## src/rtl/alu_pkg.sv

```systemverilog
// Shared definitions for the ALU retire path: opcodes, flag layout and flag masking.
package alu_pkg;

    localparam logic [3:0] OPC_ADD = 4'd0;
    localparam logic [3:0] OPC_SUB = 4'd1;
    localparam logic [3:0] OPC_AND = 4'd2;
    localparam logic [3:0] OPC_OR  = 4'd3;
    localparam logic [3:0] OPC_SLL = 4'd4;
    localparam logic [3:0] OPC_MAX = 4'd4;

    localparam int FLG_C = 0;
    localparam int FLG_Z = 1;
    localparam int FLG_V = 2;

    // Flag vector laid out as {overflow, zero, carry} so bit positions match FLG_*.
    typedef struct packed {
        logic v;
        logic z;
        logic c;
    } alu_flags_t;

    // Occupancy of the 2-entry skid buffer.
    typedef enum logic [1:0] {
        SKID_EMPTY = 2'd0,
        SKID_ONE   = 2'd1,
        SKID_FULL  = 2'd2
    } skid_state_e;

    // Arithmetic ops keep all flags, logic/shift ops only keep zero,
    // unknown opcodes report a forced zero result.
    function automatic alu_flags_t mask_flags(input logic [3:0] opc,
                                              input logic       c,
                                              input logic       z,
                                              input logic       v);
        alu_flags_t f;
        f = '0;
        case (opc)
            OPC_ADD, OPC_SUB:          f = '{v: v,    z: z,    c: c};
            OPC_AND, OPC_OR, OPC_SLL:  f = '{v: 1'b0, z: z,    c: 1'b0};
            default:                   f = '{v: 1'b0, z: 1'b1, c: 1'b0};
        endcase
        return f;
    endfunction

endpackage

```

## src/rtl/alu_skid_buffer.sv

```systemverilog
// Generic 2-entry valid/ready skid buffer. in_ready is decoded from the state
// register only, so it has no combinational path from out_ready.
module alu_skid_buffer
    import alu_pkg::*;
#(
    parameter int DATA_W = 8
) (
    input  logic              clk,
    input  logic              rst_n,
    input  logic              in_valid,
    output logic              in_ready,
    input  logic [DATA_W-1:0] in_data,
    output logic              out_valid,
    input  logic              out_ready,
    output logic [DATA_W-1:0] out_data
);

    skid_state_e       state_q, state_d;
    logic [DATA_W-1:0] main_q, main_d;
    logic [DATA_W-1:0] skid_q, skid_d;
    logic              accept;
    logic              retire;

    assign accept   = in_valid & in_ready;
    assign retire   = out_valid & out_ready;
    assign out_data = main_q;

    // State and payload registers.
    always_ff @(posedge clk or negedge rst_n) begin
        if (!rst_n) begin
            // NOTE: payload entries are reset too, because the retired result must read 0 after reset.
            state_q <= SKID_EMPTY;
            main_q  <= '0;
            skid_q  <= '0;
        end else begin
            // NOTE: non-blocking updates so every flop samples pre-edge values.
            state_q <= state_d;
            main_q  <= main_d;
            skid_q  <= skid_d;
        end
    end

    // Next-state and payload movement.
    always_comb begin
        // NOTE: hold-by-default assignments keep every path assigned, so no latch is inferred.
        state_d = state_q;
        main_d  = main_q;
        skid_d  = skid_q;
        case (state_q)
            SKID_EMPTY: begin
                if (accept) begin
                    main_d  = in_data;
                    state_d = SKID_ONE;
                end
            end
            SKID_ONE: begin
                if (accept && retire) begin
                    main_d = in_data;
                end else if (accept) begin
                    skid_d  = in_data;
                    state_d = SKID_FULL;
                end else if (retire) begin
                    state_d = SKID_EMPTY;
                end
            end
            SKID_FULL: begin
                if (retire) begin
                    main_d  = skid_q;
                    state_d = SKID_ONE;
                end
            end
            default: state_d = SKID_EMPTY;
        endcase
    end

    // Handshake outputs decoded from the registered state.
    always_comb begin
        out_valid = (state_q != SKID_EMPTY);
        in_ready  = (state_q != SKID_FULL);
    end

endmodule

```

## src/rtl/alu_result_stage.sv

```systemverilog
// Retire stage behind the ALU: masks flags at accept, buffers through a skid
// buffer, accumulates sticky flags / illegal opcode and counts retirements.
module alu_result_stage
    import alu_pkg::*;
#(
    parameter int WIDTH = 32,
    parameter int CNT_W = 16
) (
    input  logic             clk,
    input  logic             rst_n,
    input  logic             in_valid,
    output logic             in_ready,
    input  logic [3:0]       in_opcode,
    input  logic [WIDTH-1:0] in_result,
    input  logic             in_carry,
    input  logic             in_zero,
    input  logic             in_overflow,
    output logic             out_valid,
    input  logic             out_ready,
    output logic [3:0]       out_opcode,
    output logic [WIDTH-1:0] out_result,
    output logic [2:0]       out_flags,
    input  logic             sticky_clr,
    output logic [2:0]       sticky_flags,
    output logic             illegal_op,
    output logic [CNT_W-1:0] retire_cnt
);

    localparam int PAY_W = 4 + WIDTH + 3;

    alu_flags_t        in_flags_m;
    logic [WIDTH-1:0]  in_result_m;
    logic              in_illegal;
    logic [PAY_W-1:0]  in_payload;
    logic [PAY_W-1:0]  out_payload;
    logic              accept;
    logic              retire;

    logic [2:0]        sticky_q, sticky_d;
    logic              illegal_q, illegal_d;
    logic [CNT_W-1:0]  cnt_q, cnt_d;

    // Mask flags and result before they enter the buffer.
    always_comb begin
        in_illegal  = (in_opcode > OPC_MAX);
        in_flags_m  = mask_flags(in_opcode, in_carry, in_zero, in_overflow);
        in_result_m = in_illegal ? '0 : in_result;
        in_payload  = {in_opcode, in_result_m, in_flags_m};
    end

    alu_skid_buffer #(
        .DATA_W (PAY_W)
    ) u_skid (
        .clk       (clk),
        .rst_n     (rst_n),
        .in_valid  (in_valid),
        .in_ready  (in_ready),
        .in_data   (in_payload),
        .out_valid (out_valid),
        .out_ready (out_ready),
        .out_data  (out_payload)
    );

    assign {out_opcode, out_result, out_flags} = out_payload;
    assign accept = in_valid & in_ready;
    assign retire = out_valid & out_ready;

    // Sticky status and retire counter; a same-cycle event survives the clear.
    always_comb begin
        sticky_d  = (sticky_clr ? 3'b000 : sticky_q) | (retire ? out_flags : 3'b000);
        illegal_d = (sticky_clr ? 1'b0 : illegal_q) | (accept & in_illegal);
        cnt_d     = retire ? cnt_q + 1'b1 : cnt_q;
    end

    // Status registers.
    always_ff @(posedge clk or negedge rst_n) begin
        if (!rst_n) begin
            sticky_q  <= '0;
            illegal_q <= 1'b0;
            cnt_q     <= '0;
        end else begin
            sticky_q  <= sticky_d;
            illegal_q <= illegal_d;
            cnt_q     <= cnt_d;
        end
    end

    assign sticky_flags = sticky_q;
    assign illegal_op   = illegal_q;
    assign retire_cnt   = cnt_q;

endmodule

```

## config.mk

```make
export PLATFORM = sky130hd
export DESIGN_NAME = alu_result_stage
export DESIGN_NICKNAME = d
export VERILOG_FILES = /design/src/rtl/alu_pkg.sv /design/src/rtl/alu_skid_buffer.sv /design/src/rtl/alu_result_stage.sv
export SDC_FILE = /design/constraint.sdc
export NUM_CORES = 1
export LEC_CHECK = 0
export CAP_MARGIN = 20
export CORE_MARGIN = 4
export CORE_UTILIZATION = 26
export DETAILED_ROUTE_END_ITERATION = 7
export PLACE_DENSITY_LB_ADDON = 0.3
export SETUP_SLACK_MARGIN = 0.4
export SKIP_LAST_GASP = 1
export SYNTH_ARGS = -nofsm -noshare
export SYNTH_HDL_FRONTEND = slang
export SYNTH_SLANG_ARGS = --single-unit
```

## constraint.sdc

```tcl
create_clock -name clk -period 1.69 [get_ports clk]
set_clock_uncertainty 0.2 [all_clocks]
set_input_delay 0.169 -clock clk [delete_from_list [all_inputs] [get_ports clk]]
set_output_delay 0.169 -clock clk [all_outputs]
set_load 0.01 [all_outputs]
```

==> impl_metrics.json, run 1 <==
{
  "status": "complete, but fails checks",
  "violations": "setup timing",
  "slew_viol_final": 0,
  "numPortBuffers": 104,
  "die_w_um": 136.9,
  "grt_max_degree": 60,
  "io_pins": 105,
  "clock_path_buffers": 2,
  "cts-root-buf": "clkbuf_16",
  "leakage_uw": 0.003118,
  "placed_area_um2": 5903,
  "fillers": 1521,
  "cap_violations": 0,
  "num_vias": 4016,
  "crit_chain": "buf_6, mux2i_4, o2bb2ai_4, buf_12, buf_12, clkbuf_16, a31oi_1",
  "grt_overflow": 0,
  "drt_wl_total_um": 13480,
  "numCtsBuffers": 9,
  "drc_errors": 0,
  "clock-sinks": 100,
  "fin_setup_tns_ns": -0.5610,
  "final.setup.worst_slack_ns": -0.03512,
  "ys_seq_area_share_pct": 57.95,
  "grt_usage_pct": 14.29,
  "cts.clk_slew.worst_paths_ns": 0.07,
  "irDropWorstVdd_mv": 0.7524,
  "final_layout_size_suffix_gt1_share_pct": 32.93,
  "detail-route-antenna-nets": 0,
  "grt_pass1_vias": 3971,
  "worst_setup_path_end_kind": "register",
  "syn-cell-area_um2": 4318,
  "rows": 46,
  "grt_setup_unrepaired": "true",
  "slowest_stage": "dfrtp_2",
  "whs_ns": 0.1105,
  "dieArea_um2": 18730,
  "tritoncts": "yes",
  "ys_types": 34,
  "fin_crit_sh_pct": 102.1,
  "max_slew_margin_pct": 77.89,
  "clock.fmax_mhz": 579.7,
  "final_core_util_pct": 43.23,
  "fin_crit_ns": 1.725,
  "cp.required_ns": 1.72,
  "avgSynthCellArea_um2": 9.246,
  "htree_levels": 3,
  "yosys_warnings": 0,
  "worst_slew_pin_slew_ns": 0.3286,
  "drtIter0Drc": 250,
  "setup_violations": 23,
  "critPathKind": "reg -> reg",
  "grt_pass1_wl_um": 20810,
  "cp.arrival_ns": 1.76,
  "crit_path_frequent_cell": "buf_12",
  "synth_edf_count": 0,
  "power_density_nw_per_um2": 1252,
  "clk_latency_ns": 0.35,
  "synth_flop_cell": "dfrtp_1",
  "synth_cells": 467,
  "die_y_um": 136.9,
  "coreArea_um2": 16060,
  "hold_path.class": "in -> reg",
  "synthToLayoutAreaGrowth_pct": 60.77,
  "dp_worst_setup_slack_ns": -0.2459,
  "routedWlPerCell_um": 15.35,
  "gp_congestion": 0.7598,
  "worst_setup_path_start_kind": "register",
  "synth.net_count": 512,
  "async_flop_share_pct": 100.0,
  "via_per_inst": 4.574,
  "diodes": 0,
  "drtPass1Iterations": 6,
  "slowest_delay_ns": 0.43,
  "final_cell_area_um2": 6942,
  "synth_seq_cells": 100,
  "crit_fanout": 7,
  "hpwlAfterDp_um": 8282,
  "final_nets": 702,
  "finalHoldViolations": 0,
  "antenna_found_initial": 0,
  "start_util_pct": 26.89
}
-- placed cells by master, fill, tap and decap left out, types with 3 or more instances in the layout --
cell	synthesis	final
nand4_1	4	4
dlygate4sd2_1	0	3
xnor2_1	14	12
dfrtp_1	100	97
o22ai_1	4	4
buf_4	3	67
buf_16	0	3
clkbuf_16	0	13
nor2_1	42	38
buf_2	17	50
buf_12	0	16
a31oi_4	0	4
buf_6	0	28
nand3_1	38	37
nand2_1	123	121
clkdlybuf4s50_1	0	39
a31oi_1	38	32
inv_1	6	6
dfrtp_2	0	3
o21ai_1	0	38
mux2_2	4	4
-- report_power, final --
part	switching, uW	internal (uW)
Combinational	1370	1720
Sequential	353	2970
Clock	922	1350
Total	2650	6040
-- routing by layer --
layer	share of wire [%]	GRT usage, %	vias to the layer above
met4	1.6	5.211	0
met2	48	23.17	99
met3	6.2	3.456	16
met1	44	18.59	1946
li1	-	-	1955
met5	0	0	-
-- cells by family (layout without fill, tap and decap cells) --
logic type	Yosys count	after routing	synth area share [%]
simple gates	220	220	21.59
flops	100	100	57.95
compound gates	86	86	11.62
buf+inv	40	235	4.231
xor+xnor	15	15	3.043
mux	5	5	1.275
fa+ha+maj	1	1	0.2897
-- worst max-delay path, delay by kind of cell (launching register included) --
kind,cells,cell delay [ns]
buffers and inverters,4,0.56
DFF,1,0.43
AOI/OAI and AO/OA,2,0.23
muxes,1,0.19
-- synth_stat cells (all sizes together), types with 2 or more instances --
cell	number	area share, %
nand4	4	0.58
nand3	38	4.4
nor2	42	3.7
a31oi	38	5.5
and3	2	0.29
buf	22	2.7
o22ai	4	0.58
inv	7	0.61
nand2	123	11
clkbuf	11	0.96
xnor2	14	2.8
nor3	3	0.35
dfrtp	100	58
o21ai	40	4.7
nor4	2	0.64
mux2	4	1.0
nor2b	2	0.35
-- area by class of cell --
| class | count | area, um2 | share of cell area [%] |
|---|---|---|---|
| clock buffer | 11 | 242.7 | 3.497 |
| clock inverter | 5 | 82.58 | 1.190 |
| sequential | 100 | 2506 | 36.10 |
| inverter | 7 | 26.28 | 0.3785 |
| timing repair buffer | 212 | 2003 | 28.86 |
| multi-input combinational | 327 | 1810 | 26.08 |
| tap | 216 | 270.3 | 3.893 |
-- path summary, 6_finish.rpt --
| check | end | cells past startpoint | from | slack (ns) |
|---|---|---|---|---|
| max | u_skid.out_data[4]$_DFFE_PN0P_ | 7 | u_skid.state_q[1]$_DFFE_PN0P_ | -0.04 |
| min | u_skid.skid_q[35]$_DFFE_PN0P_ | 3 | in_opcode[0] | 0.11 |
| max reg2reg | u_skid.out_data[4]$_DFFE_PN0P_ | 7 | u_skid.state_q[1]$_DFFE_PN0P_ | -0.04 |
| min reg2reg | u_skid.skid_q[17]$_DFFE_PN0P_ | 2 | u_skid.skid_q[17]$_DFFE_PN0P_ | 0.29 |
| max in group asynchronous | retire_cnt[2]$_DFFE_PN0P_ | 3 | rst_n | 0.81 |
| min in group asynchronous | u_skid.out_data[2]$_DFFE_PN0P_ | 3 | rst_n | 0.17 |
-- timing repair --
action | 4_1_cts | 5_1_grt
endpoints found under the hold margin | 100 | 0
setup buffers | 43 | 26
gates resized for setup | 270 | 29
hold buffers | 1 | 0
setup endpoints to repair | 160 | 127
gates cloned | 2 | 4
pin swaps | 17 | 10
-- stage by stage --
stage / total power (uW) / instances
2_1_floorplan: 4442 / 467
3_3_place_gp: 5701 / 786
3_5_place_dp: 5775 / 786
4_1_cts: 8266 / 848
5_1_grt: 9204 / 878
6_report: 8688 / 878
-- state kept, by name, summed over array words and instances, names as in the netlist --
register         count
u_skid.out_data     39
u_skid.skid_q       39
u_skid.state_q       2
illegal_op           1
sticky_flags         3
retire_cnt          16
Note: power is estimated with default switching activity, not from simulation.
==> run 2: changes to the inputs <==
Settings changed: SYNTH_HIERARCHICAL set to 1.
==> impl_metrics.json, run 2 <==
{
  "detail-route-antenna-nets": 0,
  "via_per_inst": 4.322,
  "final_cell_mix": "dfrtp_1 (94), mux2_4 (94), buf_2 (53)",
  "fin_crit_ns": 1.871,
  "avgSynthCellArea_um2": 14.01,
  "numCtsBuffers": 9,
  "synth.top_cell.area_share_pct": 52.40,
  "synth_mux_area_share_pct": 29.76,
  "worst_slew_pin_slew_ns": 0.5595,
  "cp.required_ns": 1.73,
  "drtPass1Iterations": 4,
  "synth-xor-area-share_pct": 2.751,
  "cp.arrival_ns": 1.91,
  "numPortBuffers": 104,
  "max_slew_margin_pct": 62.70,
  "ys_seq_area_share_pct": 52.40,
  "violations": "setup timing",
  "synthTopCellsByArea": "dfrtp_1 (52%), mux2_2 (13%), mux2_1 (9.2%)",
  "final_layout_size_suffix_gt1_share_pct": 61.02,
  "synth-compound-area-share_pct": 1.179,
  "drtIter0Drc": 79,
  "synth_most_common_cell": "dfrtp_1",
  "slew_viol_final": 0,
  "clk_latency_ns": 0.35,
  "grt_pass1_vias": 3434,
  "cp-endpoint": "u_skid/skid_q[35]$_DFFE_PN0P_",
  "synth_flop_cell": "dfrtp_1",
  "synth_top_family_by_area": "multiplexers",
  "grt_setup_unrepaired": "true",
  "rr_endpoint": "u_skid/skid_q[35]$_DFFE_PN0P_",
  "grt_max_degree": 101,
  "synth_cells": 341,
  "hold_path.class": "in -> async",
  "htree_levels": 3,
  "r2r_start": "u_skid/state_q[1]$_DFFE_PN0P_",
  "ff2ff_setup_slack_ns": -0.18,
  "whs_ns": 0.2150,
  "sw_frac_of_total_pct": 27.26,
  "worst_setup_path_start_kind": "register",
  "finalHoldViolations": 0,
  "crit_path_start": "u_skid/state_q[1]$_DFFE_PN0P_",
  "power_density_nw_per_um2": 1161,
  "cts.clk_slew.worst_paths_ns": 0.07,
  "die_y_um": 143.5,
  "tritoncts": "yes",
  "crit_fanout": 7,
  "fin_crit_sh_pct": 110.7,
  "yosys.area_share.simple_pct": 10.53,
  "routedWlPerCell_um": 16.85,
  "start_util_pct": 26.50,
  "r2r_cells": 7,
  "cap_violations": 0,
  "drc_errors": 0,
  "syn-cell-area_um2": 4776,
  "io_pins": 105,
  "total_power_uw": 8744,
  "seq_power_share_pct": 37.6,
  "dieArea_um2": 20600,
  "ys_types": 42,
  "clock-sinks": 100,
  "num_vias": 3289,
  "leakage_uw": 0.003738,
  "gp_congestion": 0.7191,
  "final_nets": 572,
  "irDropWorstVdd_mv": 0.6445,
  "synthAdderAreaFrac_pct": 0.2620,
  "worst_setup_path_end_kind": "register",
  "yosys_warnings": 6,
  "synth.net_count": 386,
  "antenna_found_initial": 0,
  "clock_path_buffers": 2,
  "coreArea_um2": 18020,
  "combPwrFrac_pct": 35.0,
  "clock.fmax_mhz": 534.4,
  "die_w_um": 143.5,
  "grt_usage_pct": 11.89,
  "setup_violations": 90,
  "hpwlAfterDp_um": 7480,
  "synthToLayoutAreaGrowth_pct": 57.69,
  "synth_seq_cells": 100,
  "grt_overflow": 0,
  "p_clk_share_pct": 27.4,
  "async_flop_share_pct": 100.0,
  "final.setup.worst_slack_ns": -0.1812,
  "critPathKind": "reg -> reg",
  "status": "complete, but fails checks",
  "switchingPower_uw": 2383,
  "synth_largest_area_cell": "dfrtp_1",
  "drt_wl_total_um": 12820,
  "grt_pass1_wl_um": 18730,
  "netlist_top_cells_count": "dfrtp_1 (100), mux2_2 (57), mux2_1 (39)",
  "rows": 49,
  "p_int_uw": 6361,
  "cts-root-buf": "clkbuf_16",
  "synth_edf_count": 0
}
run 2: cell count changes after synthesis, sizes merged, moves of 8 or more:
cell | previous run | this run
mux2 | 4 | 118
nand2 | 123 | 11
a31oi | 38 | 0
nor2 | 42 | 4
o21ai | 40 | 4
and2 | 1 | 36
nand3 | 38 | 3
buf | 22 | 14
clkbuf | 11 | 3
xnor2 | 14 | 6
xor2 | 1 | 9
run 2: worst max-delay path, stage by stage (launching register included):
cell       delay [ns]
dfrtp_2          0.42
buf_6            0.13
buf_6            0.11
nor2b_4          0.11
and2_4           0.19
buf_12           0.14
clkbuf_16        0.16
mux2_4           0.29
run 2: cell type report:
cell class	count	area [um2]
inverters	5	23.77
flip-flops and latches	100	2510
repair buffers	192	1846
well taps	229	286.5
fillers	1698	10490
clock inverters	5	100.1
clock buffers	10	239.0
diodes	1	2.502
multi-input cells	219	2524
run 2: cells by family after synthesis:
kind of cell,Yosys count
AOI/OAI and AO/OA,9
xor gates and xnor gates,15
adders and majority gates,1
buffers and inverters,22
DFF,100
muxes,119
and+or+nand+nor,75
run 2: how the worst min path moves through the flow:
| stage | endpoint | startpoint | cells past startpoint | slack (ns) |
|---|---|---|---|---|
| floorplan | illegal_op$_DFF_PN0_ | rst_n | 0 | -0.33 |
| global placement | u_skid/out_data[20]$_DFFE_PN0P_ | rst_n | 2 | 0.08 |
| detailed placement | u_skid/out_data[20]$_DFFE_PN0P_ | rst_n | 2 | 0.08 |
| CTS | u_skid/skid_q[20]$_DFFE_PN0P_ | rst_n | 3 | 0.24 |
| global route | u_skid/skid_q[26]$_DFFE_PN0P_ | rst_n | 3 | 0.28 |
| finish | u_skid/out_data[20]$_DFFE_PN0P_ | rst_n | 3 | 0.21 |
run 2: metrics by stage:
step | util, % | setup slack [ns] | area (um2) | TNS [ns] | cells
after global placement | 35.53 | -0.4867 | 6404 | -26.79 | 682
after CTS | 39.16 | -0.1781 | 7059 | -11.86 | 743
after global routing | 41.77 | -0.2172 | 7528 | -15.86 | 760
final | 41.78 | -0.1812 | 7531 | -11.15 | 761
after detailed placement | 35.53 | -0.4971 | 6404 | -26.73 | 682
after floorplan | - | -0.04612 | 4959 | -0.5210 | 341
run 2: repair_timing:
item,in CTS,in global routing
setup buffers,42,11
pin swaps,14,8
resized for setup,289,56
setup endpoints to repair,160,127
hold endpoints to repair,100,0
hold buffers,1,0
cloned,3,6
run 2: power groups by stage:
stage	clock network, uW	registers [uW]	logic, uW
final	2400	3280	3060
after detailed placement	0	3380	2350
after global placement	0	3360	2330
after floorplan	0	3420	1200
after global routing	2570	3360	3260
after CTS	2490	3300	2610
run 2: metal layers:
| metal | vias to the layer above | global-route usage, % | wire length [um] |
|---|---|---|---|
| li1 | 1554 | - | - |
| met1 | 1653 | 15.59 | 5843 |
| met2 | 73 | 18.78 | 6107 |
| met3 | 9 | 3.894 | 733 |
| met4 | 0 | 3.568 | 140 |
| met5 | - | 0 | 0 |
==> run 3: changes to the inputs <==
Settings changed: PLACE_DENSITY set to 0.44, PLACE_DENSITY_LB_ADDON 0.3 to unset.
==> impl_metrics.json, run 3 (synthesized netlist as in run 2, its figures left out) <==
{
  "status": "complete, but fails checks",
  "violations": "setup timing",
  "drt_wl_total_um": 12930,
  "finalHoldViolations": 0,
  "p_int_uw": 5824,
  "critPathKind": "reg -> reg",
  "crit_chain": "buf_6, and2b_4, o21ai_4, buf_12, buf_16, mux2_2",
  "final_layout_size_suffix_gt1_share_pct": 60.63,
  "p_clk_share_pct": 23.5,
  "synthToLayoutAreaGrowth_pct": 55.23,
  "htree_levels": 3,
  "drtPass1Iterations": 3,
  "final_common_cell": "dfrtp_1",
  "num_vias": 3311,
  "drc_errors": 0,
  "irDropWorstVdd_mv": 0.7437,
  "cp.arrival_ns": 1.90,
  "grt_pass1_wl_um": 19550,
  "wl_met3_um": 732,
  "combPwrFrac_pct": 36.2,
  "worst_setup_path_end_kind": "register",
  "grt_pass1_vias": 3578,
  "max_slew_margin_pct": 71.43,
  "clock_path_buffers": 2,
  "antenna_found_initial": 0,
  "slew_viol_final": 0,
  "coreArea_um2": 18020,
  "die_y_um": 143.5,
  "cp.required_ns": 1.72,
  "crit_fanout": 13,
  "start_util_pct": 26.50,
  "wl_met1_um": 5937,
  "leakage_uw": 0.003624,
  "routedWlPerCell_um": 16.88,
  "dr.max_layer_used": "met4",
  "gp_congestion": 0.7072,
  "cts-root-buf": "clkbuf_16",
  "hold_path.class": "in -> async",
  "setup_violations": 78,
  "cap_violations": 0,
  "via_per_inst": 4.322,
  "rows": 49,
  "fin_crit_ns": 1.870,
  "final.setup.worst_slack_ns": -0.1801,
  "grt_max_degree": 31,
  "detail-route-antenna-nets": 0,
  "power_density_nw_per_um2": 1098,
  "hpwlAfterDp_um": 8116,
  "grt_setup_unrepaired": "true",
  "met2RoutedLength_um": 6107,
  "cts.clk_slew.worst_paths_ns": 0.07,
  "fin_crit_sh_pct": 110.7,
  "worst_setup_path_start_kind": "register",
  "slowest_stage": "dfrtp_2",
  "final_nets": 578,
  "numPortBuffers": 104,
  "fin_setup_tns_ns": -9.263,
  "tritoncts": "yes",
  "io_pins": 105,
  "grt_usage_pct": 12.36,
  "critPathTopFamily": "flip-flops",
  "clock.fmax_mhz": 534.7,
  "clock-sinks": 100,
  "switchingPower_uw": 2317,
  "die_w_um": 143.5,
  "worst_slew_pin_slew_ns": 0.4285,
  "grt_overflow": 0,
  "whs_ns": 0.1049,
  "crit_buf_inv": 3,
  "numCtsBuffers": 9,
  "seq_power_share_pct": 40.3,
  "slowest_delay_ns": 0.44,
  "dieArea_um2": 20600,
  "drtIter0Drc": 95,
  "clk_latency_ns": 0.34,
  "final_core_util_pct": 41.13,
  "final_cell_mix": "dfrtp_1 (94), mux2_4 (74), buf_4 (53)",
  "sw_frac_of_total_pct": 28.46
}
[run 3: worst paths after layout]
check | startpoint | to | slack (ns) | cells after the start
max | u_skid/state_q[0]$_DFFE_PN0P_ | u_skid/out_data[34]$_DFFE_PN0P_ | -0.18 | 6
min | rst_n | retire_cnt[1]$_DFFE_PN0N_ | 0.10 | 2
max reg2reg | u_skid/state_q[0]$_DFFE_PN0P_ | u_skid/out_data[34]$_DFFE_PN0P_ | -0.18 | 6
min reg2reg | u_skid/out_data[12]$_DFFE_PN0P_ | u_skid/out_data[12]$_DFFE_PN0P_ | 0.31 | 1
max in group asynchronous | rst_n | retire_cnt[3]$_DFFE_PN0N_ | 0.62 | 3
min in group clk | u_skid/out_data[12]$_DFFE_PN0P_ | u_skid/out_data[12]$_DFFE_PN0P_ | 0.31 | 1
[run 3: power groups by stage]
stage / combinational, uW / clock [uW] / sequential [uW]
after floorplan: 1200 / 0 / 3420
after global placement: 2410 / 0 / 3370
after detailed placement: 2430 / 0 / 3370
after CTS: 2690 / 2010 / 3270
after global routing: 3150 / 2100 / 3350
final: 2950 / 1910 / 3280
[run 3: routing by layer]
| layer | vias up | global-route usage [%] |
|---|---|---|
| met2 | 74 | 20.23 |
| met3 | 10 | 3.627 |
| li1 | 1574 | - |
| met4 | 0 | 3.568 |
| met1 | 1653 | 15.92 |
| met5 | - | 0 |
[run 3: cell type report]
type	count	area, um2
sequential	100	2510
timing repair buffer	198	1922
multi-input combinational	219	2409
tap	229	286.5
fill	1675	10610
clock buffer	11	242.7
antenna	1	2.502
inverter	5	26.28
clock inverter	3	15.01
[run 3: repair_timing]
item,CTS,global route
hold endpoints to repair,100,0
pin swaps,5,15
hold buffers,1,0
setup buffers,39,9
cloned,3,4
gates resized for setup,268,50
endpoints found under the setup margin,160,119
[run 3: metrics by stage]
step           setup slack [ns]  cell area [um2]  std cells  total power (uW)
3_3_place_gp            -0.4405             6564        695              5780
5_1_grt                 -0.2562             7411        765              8600
4_1_cts                 -0.1699             7054        752              7970
6_report                -0.1801             7413        766              8141
2_1_floorplan          -0.04612             4959        341              4626
3_5_place_dp            -0.4558             6564        695              5806
